**src/rtl/add_seq_pkg.sv**
```systemverilog
// Shared constants for the nibble-serial adder: state encoding and default operand size.
// Imported by the interface, the controller and its testbench.
package add_seq_pkg;

   localparam int NIBBLES_DEFAULT = 4;

   localparam logic [1:0] ST_IDLE = 2'd0;
   localparam logic [1:0] ST_RUN  = 2'd1;
   localparam logic [1:0] ST_DONE = 2'd2;

   // Slice index width; a single-nibble adder still needs one index bit.
   function automatic int idxWidth(input int nibbles);
      return (nibbles > 1) ? $clog2(nibbles) : 1;
   endfunction

endpackage

```
**src/rtl/add16_seq_ctrl_if.sv**
```systemverilog
// Request/result bundle of the nibble-serial adder.
// The requester drives the master side; the adder implements the slave side.
interface add16_seq_ctrl_if
   import add_seq_pkg::*;
#(
   parameter int NIBBLES = NIBBLES_DEFAULT
) ();

   localparam int W = 4 * NIBBLES;

   logic         START;
   logic [W-1:0] A;
   logic [W-1:0] B;
   logic         C_IN;
   logic         BUSY;
   logic         DONE;
   logic [W-1:0] SUM;
   logic         C_OUT;
   logic         OVF;

   modport master (
      output START, A, B, C_IN,
      input  BUSY, DONE, SUM, C_OUT, OVF
   );

   modport slave (
      input  START, A, B, C_IN,
      output BUSY, DONE, SUM, C_OUT, OVF
   );

endinterface

```
**src/rtl/fulladd4_sar.sv**
```systemverilog
// 4-bit full adder slice; the only adder in the datapath, reused once per nibble.
module fulladd4_sar (
   input  logic [3:0] a_i,
   input  logic [3:0] b_i,
   input  logic       c_i,
   output logic [3:0] sum_o,
   output logic       c_o
);

   assign {c_o, sum_o} = {1'b0, a_i} + {1'b0, b_i} + {4'b0000, c_i};

endmodule

```
**src/rtl/add16_seq_ctrl.sv**
```systemverilog
// Nibble-serial adder controller: one 4-bit adder walks the operands LSB first,
// and the full result is published only when the last slice has been added.
module add16_seq_ctrl
   import add_seq_pkg::*;
#(
   parameter int NIBBLES = NIBBLES_DEFAULT
) (
   input logic              CLK,
   input logic              RST,
   add16_seq_ctrl_if.slave  bus
);

   localparam int                W        = 4 * NIBBLES;
   localparam int                IDX_W    = idxWidth(NIBBLES);
   localparam logic [IDX_W-1:0]  LAST_IDX = IDX_W'(NIBBLES - 1);

   logic [1:0]       state_q, state_d;
   logic [W-1:0]     opA_q, opA_d;
   logic [W-1:0]     opB_q, opB_d;
   logic [W-1:0]     work_q, work_d;
   logic [W-1:0]     sum_q, sum_d;
   logic [IDX_W-1:0] idx_q, idx_d;
   logic             carry_q, carry_d;
   logic             cOut_q, cOut_d;
   logic             ovf_q, ovf_d;

   logic [IDX_W+1:0] bitBase;
   logic [3:0]       nibA;
   logic [3:0]       nibB;
   logic [3:0]       nibSum;
   logic             nibCo;

   assign bitBase = {idx_q, 2'b00};
   assign nibA    = opA_q[bitBase +: 4];
   assign nibB    = opB_q[bitBase +: 4];

   fulladd4_sar uAdder (
      .a_i   (nibA),
      .b_i   (nibB),
      .c_i   (carry_q),
      .sum_o (nibSum),
      .c_o   (nibCo)
   );

   // Next-state logic; the carry register is seeded with C_IN so slice 0 needs no special case.
   always_comb begin
      state_d = state_q;
      opA_d   = opA_q;
      opB_d   = opB_q;
      work_d  = work_q;
      sum_d   = sum_q;
      idx_d   = idx_q;
      carry_d = carry_q;
      cOut_d  = cOut_q;
      ovf_d   = ovf_q;

      case (state_q)
         ST_IDLE: begin
            if (bus.START) begin
               opA_d   = bus.A;
               opB_d   = bus.B;
               carry_d = bus.C_IN;
               idx_d   = '0;
               state_d = ST_RUN;
            end
         end
         ST_RUN: begin
            work_d[bitBase +: 4] = nibSum;
            carry_d              = nibCo;
            idx_d                = idx_q + IDX_W'(1);
            // The last slice publishes the freshly completed word on the same edge.
            if (idx_q == LAST_IDX) begin
               state_d = ST_DONE;
               sum_d   = work_d;
               cOut_d  = nibCo;
               ovf_d   = (opA_q[W-1] == opB_q[W-1]) && (work_d[W-1] != opA_q[W-1]);
            end
         end
         ST_DONE: begin
            state_d = ST_IDLE;
         end
         default: begin
            state_d = ST_IDLE;
         end
      endcase
   end

   // State registers with synchronous reset that also aborts an operation in flight.
   always_ff @(posedge CLK) begin
      if (RST) begin
         state_q <= ST_IDLE;
         opA_q   <= '0;
         opB_q   <= '0;
         work_q  <= '0;
         sum_q   <= '0;
         idx_q   <= '0;
         carry_q <= 1'b0;
         cOut_q  <= 1'b0;
         ovf_q   <= 1'b0;
      end else begin
         state_q <= state_d;
         opA_q   <= opA_d;
         opB_q   <= opB_d;
         work_q  <= work_d;
         sum_q   <= sum_d;
         idx_q   <= idx_d;
         carry_q <= carry_d;
         cOut_q  <= cOut_d;
         ovf_q   <= ovf_d;
      end
   end

   assign bus.BUSY  = (state_q == ST_RUN);
   assign bus.DONE  = (state_q == ST_DONE);
   assign bus.SUM   = sum_q;
   assign bus.C_OUT = cOut_q;
   assign bus.OVF   = ovf_q;

endmodule

```
**src/flat_wrapper.sv**
```systemverilog
// flat-port wrapper written by rule: the top's interface ports become plain ports
module add16_seq_ctrl_flat import add_seq_pkg::*;
#(
   parameter int NIBBLES = NIBBLES_DEFAULT
)
  (CLK, RST, bus_START, bus_A, bus_B, bus_C_IN, bus_BUSY, bus_DONE, bus_SUM, bus_C_OUT, bus_OVF);
  add16_seq_ctrl_if #(.NIBBLES(NIBBLES)) bus_i ();
  input logic CLK;
  input logic RST;
  input wire logic [$bits(bus_i.START)-1:0] bus_START;
  input wire logic [$bits(bus_i.A)-1:0] bus_A;
  input wire logic [$bits(bus_i.B)-1:0] bus_B;
  input wire logic [$bits(bus_i.C_IN)-1:0] bus_C_IN;
  output wire logic [$bits(bus_i.BUSY)-1:0] bus_BUSY;
  output wire logic [$bits(bus_i.DONE)-1:0] bus_DONE;
  output wire logic [$bits(bus_i.SUM)-1:0] bus_SUM;
  output wire logic [$bits(bus_i.C_OUT)-1:0] bus_C_OUT;
  output wire logic [$bits(bus_i.OVF)-1:0] bus_OVF;
  assign bus_i.START = bus_START;
  assign bus_i.A = bus_A;
  assign bus_i.B = bus_B;
  assign bus_i.C_IN = bus_C_IN;
  assign bus_BUSY = bus_i.BUSY;
  assign bus_DONE = bus_i.DONE;
  assign bus_SUM = bus_i.SUM;
  assign bus_C_OUT = bus_i.C_OUT;
  assign bus_OVF = bus_i.OVF;
  add16_seq_ctrl #(.NIBBLES(NIBBLES)) u_core (.CLK(CLK), .RST(RST), .bus(bus_i));
endmodule
```
**config.mk**
```make
export PLATFORM = sky130hd
export DESIGN_NAME = add16_seq_ctrl_flat
export DESIGN_NICKNAME = d
export VERILOG_FILES = /design/src/rtl/add_seq_pkg.sv /design/src/rtl/add16_seq_ctrl_if.sv /design/src/rtl/fulladd4_sar.sv /design/src/rtl/add16_seq_ctrl.sv /design/src/flat_wrapper.sv
export SDC_FILE = /design/constraint.sdc
export NUM_CORES = 1
export LEC_CHECK = 0
export BUFFER_PORTS_ARGS = -buffer_cell sky130_fd_sc_hd__buf_2
export CORE_ASPECT_RATIO = 1.4
export CORE_UTILIZATION = 52
export CTS_BUF_LIST = sky130_fd_sc_hd__clkbuf_8
export DETAILED_ROUTE_END_ITERATION = 10
export PLACE_DENSITY = 0.8
export SLEW_MARGIN = 25
export SYNTH_ARGS = -nofsm -noshare
export SYNTH_HDL_FRONTEND = slang
export SYNTH_SLANG_ARGS = --single-unit
```
**constraint.sdc**
```tcl
create_clock -name CLK -period 2.55 [get_ports CLK]
set_input_delay 0.1275 -clock CLK [delete_from_list [all_inputs] [get_ports CLK]]
set_output_delay 0.1275 -clock CLK [all_outputs]
set_load 0.02 [all_outputs]
```
==> impl_results.md, run 1 <==
- Status: finished clean
- Vias post-DR: 2782
- Final-stage net count: roughly 460
- LEAKAGE: 1.59 nW
- DRC violation total after the first TritonRoute iteration: between 200 and 300
- Largest area contributor in the netlist: dfxtp_1
- Synth cell count leaders: 79 x nand2_1, 71 x dfxtp_1, 38 x a21oi_1, 38 x nor2_1, 18 x nor3_1
- Initial Util: 0.548
- DIE AREA: 6180 sq um
- Syn nets: 397
- Critical Path Max Stage Delay: 520 ps
- Top post-synthesis cells by area: dfxtp_1 47%, nand2_1 9.7%, a21oi_1 6.2%, mux4_2 5.9%, nor2_1 4.7%
- WL met3: 284 microns
- Sequential-to-total area share from yosys stat: 0.466
- Synth Flop Type: dfxtp_1
- Worst skew pair latency: between 300 and 400 ps
- Crit path DAT: 2710 ps
- Area of the mapped netlist: 3050 sq um
- GRT overflow: 0
- Cell Rows: 32
- Worst-path maximum fanout: 6
- Cells after Synth: 350
- Sw power: 636 uW
- Via-to-Cell Ratio: 5.70
- Largest net degree at the start of global routing: 40
- Slew headroom: 0.441
- Syn avg cell area: 8.72 sq um
- Worst setup EP type: flop
- Number of synthesized flops with an enable pin: 0
- Root buffer cell: clkbuf_8
- Area share of the largest cell type after synthesis: 0.466
- YS warnings: 0
- CTS tree: built
- Switching part of the total power: 0.233
- Peak supply drop: between 400 and 500 uV
- # setup viols final: 0
- Chip Width: roughly 67 microns
- Cts bufs inserted: 9
- DP HPWL: 4830 microns
- Clock Sinks: between 70 and 80
- Minimum clock period: 2450 ps
- WP data required: 2810 ps
- Drt drc: 0
- Setup ws final: 103 ps
- Routed wire per std cell: 14.5 microns
- Fin. Hold Viols: 0
- Gpl congestion: 0.898
- Combinational power share: 0.121
- Die Height: 92.6 microns
- Synth Register Bits: 71
- Crit share post-route: 0.959
- Cell with the most instances after synthesis: nand2_1
- Worst setup path class: flop to flop
- Clock power frac: 0.449
- Core Region: approximately 5600 sq um
- Hold crit path type: input pin to flop
- Initial antenna violation count: 0
- N_diodes: 0
- IO Count: 56
- Unrepaired setup endpoints after global routing: no
- All-Layer GR Usage: 0.255
- Worst Skew: 8.44 ps
- Final ANT Viol Nets: 0
- Max Cap Viol: 0
- Area Overhead vs Synth: 25.3%
- Number of global-route vias before repair: around 2700
- DR top layer: met4
- Share of layout cells above drive strength 1: 0.248
- Routed wl met2: 3630 microns
- Int Power: 2.09 mW
- Cell chain of the critical path: buf_4 > mux4_2 > ha_1 > a21o_1 > a21oi_2 > xnor2_2 > a211o_1 > a311oi_1
- Clk slew on worst S/H paths: 70 ps
- Synth unique cells: 30
- I/O Buffers: 55
- Power Dens Cells: 713 nW/um^2
- Post-synthesis async set-or-reset flop share: 0
- Setup crit start kind: flop
- Crit-path slowest cell: mux4_2
- Longest Clk Path Bufs: 2
- First-pass GRT wire length: 11800 microns
- Setup_tns: 0 ps
- Max H-tree Level: 3
- Met1 WL: 2800 microns
- Hold slack: 4.72 ps
- Setup WS pre-CTS: between 70 and 80 ps
- Post CTS Setup Buffer Count: 0
- Slew Limit Fails: 0
- Detailed Routing Iterations Pass 1: 4
- WL final: 7080 microns
- Highest clock rate: 409 MHz
- Seq pwr share: 0.430
- Worst-Margin Slew: 832 ps
[critical path, delay by kind of cell, from the launching register on]
family | cells | cell delay [ps]
flip-flops | 1 | 390
XOR/XNOR | 1 | 100
multiplexers | 1 | 520
adder cells (fa/ha/maj) | 1 | 300
AO/OA/AOI/OAI | 4 | 900
buffers and inverters | 1 | 140
[placed cells by master, fill, tap and decap left out, types with 4 or more instances in the layout]
| cell type | netlist | final |
|---|---|---|
| a21oi_1 | 38 | 38 |
| a221oi_1 | 15 | 14 |
| a22oi_1 | 9 | 9 |
| a32oi_1 | 8 | 8 |
| buf_2 | 3 | 55 |
| buf_4 | 1 | 14 |
| bufinv_16 | 0 | 4 |
| clkbuf_8 | 0 | 11 |
| dfxtp_1 | 71 | 70 |
| dlygate4sd3_1 | 0 | 6 |
| ha_1 | 9 | 9 |
| inv_1 | 11 | 11 |
| mux4_2 | 8 | 8 |
| nand2_1 | 79 | 78 |
| nor2_1 | 38 | 38 |
| nor3_1 | 18 | 18 |
[per-layer routing]
layer	up-vias	global-route usage
met5	-	0
met2	96	0.430
met1	1303	0.284
met4	0	0.174
met3	29	0.0443
li1	1354	-
[flip-flops by register name, summed over array words and instances (netlist names)]
register,count
u_core.bus.C_OUT,1
u_core.bus.OVF,1
u_core.bus.SUM,16
u_core.carry_q,1
u_core.idx_q,2
u_core.opA_q,16
u_core.opB_q,16
u_core.state_q,2
u_core.work_q,16
[layout make-up]
| class | count | area (sq um) |
|---|---|---|
| fill | 470 | 1740 |
| multi-input combinational | 245 | 1510 |
| timing repair buffer | 77 | 480 |
| inverter | 11 | 41.3 |
| clock inverter | 5 | 128 |
| sequential | 71 | 1430 |
| clock buffer | 11 | 151 |
| tap | 68 | 85.1 |
[power groups by stage]
stage	Combinational, mW	Sequential, mW	Clock, mW
floorplan	0.201	1.19	0
global placement	0.303	1.20	0
detailed placement	0.312	1.20	0
CTS	0.321	1.17	1.23
global route	0.360	1.18	1.28
finish	0.330	1.17	1.22
[through the flow]
step,cell area [sq um],util,total power [mW],instances
after global placement,3460,0.623,1.50,466
after floorplan,3060,-,1.39,350
final,3820,0.687,2.73,488
after detailed placement,3460,0.623,1.51,466
after global routing,3820,0.687,2.81,488
after CTS,3800,0.683,2.73,488
[cells by family after synthesis]
logic type,Yosys count,share of synthesized area
fa+ha+maj,11,0.0500
buf+inv,34,0.0443
compound gates,76,0.166
flops,71,0.466
mux,8,0.0590
simple gates,148,0.207
xor+xnor,2,0.00820
[what timing repair did]
action                                  4_1_cts  5_1_grt
resized for setup                             0        4
endpoints found under the setup margin        0       12
hold buffers                                  6        0
endpoints found under the hold margin         6        0
[path summary, 6_finish.rpt]
check                         from          endpoint  slack (ps)  depth (start not counted)
hold / removal           bus_B[11]  u_core.opB_q[11]           5                          3
setup reg to reg   u_core.idx_q[0]    u_core.bus.OVF         100                          8
hold reg to reg   u_core.bus.C_OUT  u_core.bus.C_OUT         460                          2
setup / recovery   u_core.idx_q[0]    u_core.bus.OVF         100                          8
No activity file was read; power rests on OpenSTA's default activity.
==> run 2, diff against run 1 <==
CORE_MARGIN = 2   (was default)
SYNTH_HIERARCHICAL = 1   (was default)
==> run 2 against run 1 <==
Wire length fell by 6.4%. Die area up 11%. Clock skew shrank 2.5 ps. Fmax shrank 2.8%. Register-to-register slack worse by 70 ps. Largest power group is now sequential cells. Largest cell class unchanged. Clock power decreased by 35%. Combinational power grew 5%. Final area shrank 2.2%. Critical path depth is the same. Via count is 6.0% lower.
==> impl_results.md, run 2 <==
- Status: finished clean
- Syn avg cell area: 9.12 sq um (+4.6%)
- Die Height: 97.1 microns (+4.8%)
- Slew headroom: 0.627 (+0.186)
- Number of global-route vias before repair: 2544 (-5.5%)
- Largest net degree at the start of global routing: 37 (-7.5%)
- IO Count: 56 (unchanged)
- Worst setup EP type: flop
- Minimum clock period: 2520 ps (+71.6 ps)
- Vias post-DR: 2616 (-6.0%)
- Clock Sinks: 71 (unchanged)
- Highest clock rate: 397 MHz (-2.8%)
- Setup crit start kind: flop
- Top post-synthesis cells by area: dfxtp_1 44%, nand2_1 7.7%, a21oi_1 5.9%, mux4_2 5.6%, a211oi_1 4.9%
- Synth unique cells: 35 (+17%)
- Seq pwr share: 0.515 (+0.085)
- Max Cap Viol: 0 (unchanged)
- Peak supply drop: 474 uV (-4.0%)
- Sw power: 628 uW (-1.2%)
- Slew Limit Fails: 0 (unchanged)
- DRC violation total after the first TritonRoute iteration: 165 (-36%)
- WP data required: 2760 ps (-50 ps)
- Clk slew on worst S/H paths: 70 ps (about the same)
- LEAKAGE: 1.51 nW (-5.1%)
- Worst R2R Setup Slack: 30 ps (-70 ps)
- Worst Skew: 5.95 ps (-2.49 ps)
- DP HPWL: 4610 microns (-4.5%)
- Switching part of the total power: 0.268 (+0.0352)
- YS warnings: 6 (+6)
- Gpl congestion: 0.843 (-6.1%)
- Unrepaired setup endpoints after global routing: yes
- WL final: 6630 microns (-6.4%)
- I/O Buffers: 55 (unchanged)
- Combinational power share: 0.148 (+0.027)
- Synth cell count leaders: 71 x dfxtp_1, 66 x nand2_1, 38 x a21oi_1
- Worst-path maximum fanout: 7 (+1)
- Crit path DAT: 2730 ps (+20 ps)
- Via-to-Cell Ratio: 5.44 (-4.6%)
- All-Layer GR Usage: 0.205 (-0.0506)
- Power Dens Cells: 625 nW/um^2 (-12%)
- Area of the multi-input gates: 1670 sq um (+10%)
- Post-synthesis async set-or-reset flop share: 0 (unchanged)
- Routed wire per std cell: 13.8 microns (-5.1%)
- Worst-Margin Slew: 558 ps (-273 ps)
- Final ANT Viol Nets: 0 (unchanged)
- Fin. Hold Viols: 0 (unchanged)
- Root buffer cell: clkbuf_8
- Area share of the largest cell type after synthesis: 0.441 (-0.0244)
- Synth Register Bits: 71 (unchanged)
- Initial antenna violation count: 0 (unchanged)
- Int Power: 1.71 mW (-18%)
- Core Region: 5900 sq um (+6.1%)
- CTS tree: built
- Number of synthesized flops with an enable pin: 0 (unchanged)
- Chip Width: 70.5 microns (+5.6%)
- Area Overhead vs Synth: 16.2%
- # setup viols final: 0 (unchanged)
- Hold crit path type: input pin to flop
- Drt drc: 0 (unchanged)
- Max H-tree Level: 3 (unchanged)
- Worst setup path class: flop to flop
- GRT overflow: 0 (unchanged)
- Commonest cells after routing, fill and taps aside: 70 x dfxtp_1, 66 x nand2_1, 55 x buf_2, 38 x a21oi_1, 35 x nor2_1
- DIE AREA: 6850 sq um (+11%)
- Sequential cell area: 1430 sq um (unchanged)
- N_diodes: 0 (unchanged)
- Share of layout cells above drive strength 1: 0.268 (+0.0200)
- Cell Rows: 33 (+3.1%)
- Setup WS pre-CTS: -16.4 ps (-95.2 ps)
- Hold slack: 14.6 ps (+9.91 ps)
- Detailed Routing Iterations Pass 1: 4 (unchanged)
- Cell with the most instances after synthesis: dfxtp_1
- Setup ws final: 31.8 ps (-71.6 ps)
- Largest area contributor in the netlist: dfxtp_1
- Sequential-to-total area share from yosys stat: 0.441 (-0.0244)
- Longest Clk Path Bufs: 2 (unchanged)
- Area of the mapped netlist: 3220 sq um (+5.5%)
- Syn nets: 400 (+0.76%)
- Initial Util: 0.545 (-0.00288)
- Cts bufs inserted: 9 (unchanged)
- Most common cell after layout, fill and taps aside: dfxtp_1
- Clock power frac: 0.337 (-0.112)
- Final-stage net count: 453 (-1.9%)
- Fillers: 518 (+10%)
- Worst skew pair latency: 340 ps (-20 ps)
- First-pass GRT wire length: 11400 microns (-3.4%)
- Cells after Synth: 353 (+0.86%)
- Synth Flop Type: dfxtp_1
- Crit share post-route: 0.988 (+0.0281)
run 2: area by class of cell:
class | count | share of cell area
Inverter | 7 | 0.00702
Tap cell | 70 | 0.0234
Multi-Input combinational cell | 251 | 0.446
Sequential cell | 71 | 0.381
Timing Repair Buffer | 66 | 0.0957
Clock buffer | 11 | 0.0405
Clock inverter | 5 | 0.00669
run 2: logic make-up after synthesis:
group	share of synthesized area
muxes	0.0653
adders and majority gates	0.0474
xor gates and xnor gates	0.00544
and+or+nand+nor	0.202
AOI/OAI and AO/OA	0.190
DFF	0.441
buffers and inverters	0.0489
run 2: final timing paths:
| kind | start | endpoint | cells past startpoint |
|---|---|---|---|
| worst min register to register | u_core/opB_q[14] | u_core/opB_q[14] | 2 |
| worst min-delay path | bus_A[9] | u_core/opA_q[9] | 3 |
| worst max register to register | u_core/idx_q[0] | u_core/bus.OVF | 8 |
| worst max-delay path | u_core/idx_q[0] | u_core/bus.OVF | 8 |
run 2: power by group through the flow:
| stage | clock [mW] | sequential [mW] | combinational (mW) |
|---|---|---|---|
| 5_1_grt | 0.851 | 1.21 | 0.386 |
| 3_3_place_gp | 0 | 1.23 | 0.324 |
| 3_5_place_dp | 0 | 1.23 | 0.332 |
| 2_1_floorplan | 0 | 1.22 | 0.254 |
| 4_1_cts | 0.807 | 1.20 | 0.340 |
| 6_report | 0.789 | 1.21 | 0.345 |
run 2: routing by layer:
layer / track usage / wire length [microns] / part of all wire
met4: 0.109 / 204 / 0.031
met2: 0.343 / 3350 / 0.51
met1: 0.249 / 2840 / 0.43
met3: 0.0322 / 230 / 0.035
met5: 0 / 0 / 0
run 2: worst max-delay path, stage by stage, from the launching register on:
cell      delay (ps)
dfxtp_4          410
mux4_2           530
fa_2             380
a21o_1           170
a21oi_2          170
xnor2_2          140
and4bb_1         260
mux2i_1          200
o221ai_1         140
run 2: metrics by stage:
step | setup TNS [ps] | cells | cell area [sq um] | util | total power [mW]
5_1_grt | -106 | 481 | 3740 | 0.634 | 2.45
4_1_cts | 0 | 481 | 3730 | 0.632 | 2.35
3_5_place_dp | -16.4 | 463 | 3540 | 0.599 | 1.56
6_report | 0 | 481 | 3740 | 0.634 | 2.34
3_3_place_gp | 0 | 463 | 3540 | 0.599 | 1.55
2_1_floorplan | -7.27 | 353 | 3240 | - | 1.47
run 2: timing repair:
| action | CTS | global route |
|---|---|---|
| setup buffers | 2 | 0 |
| hold endpoints to repair | 0 | 0 |
| resized for setup | 0 | 4 |
| hold buffers | 0 | 0 |
| pin swaps | 0 | 2 |
| setup endpoints to repair | 1 | 10 |
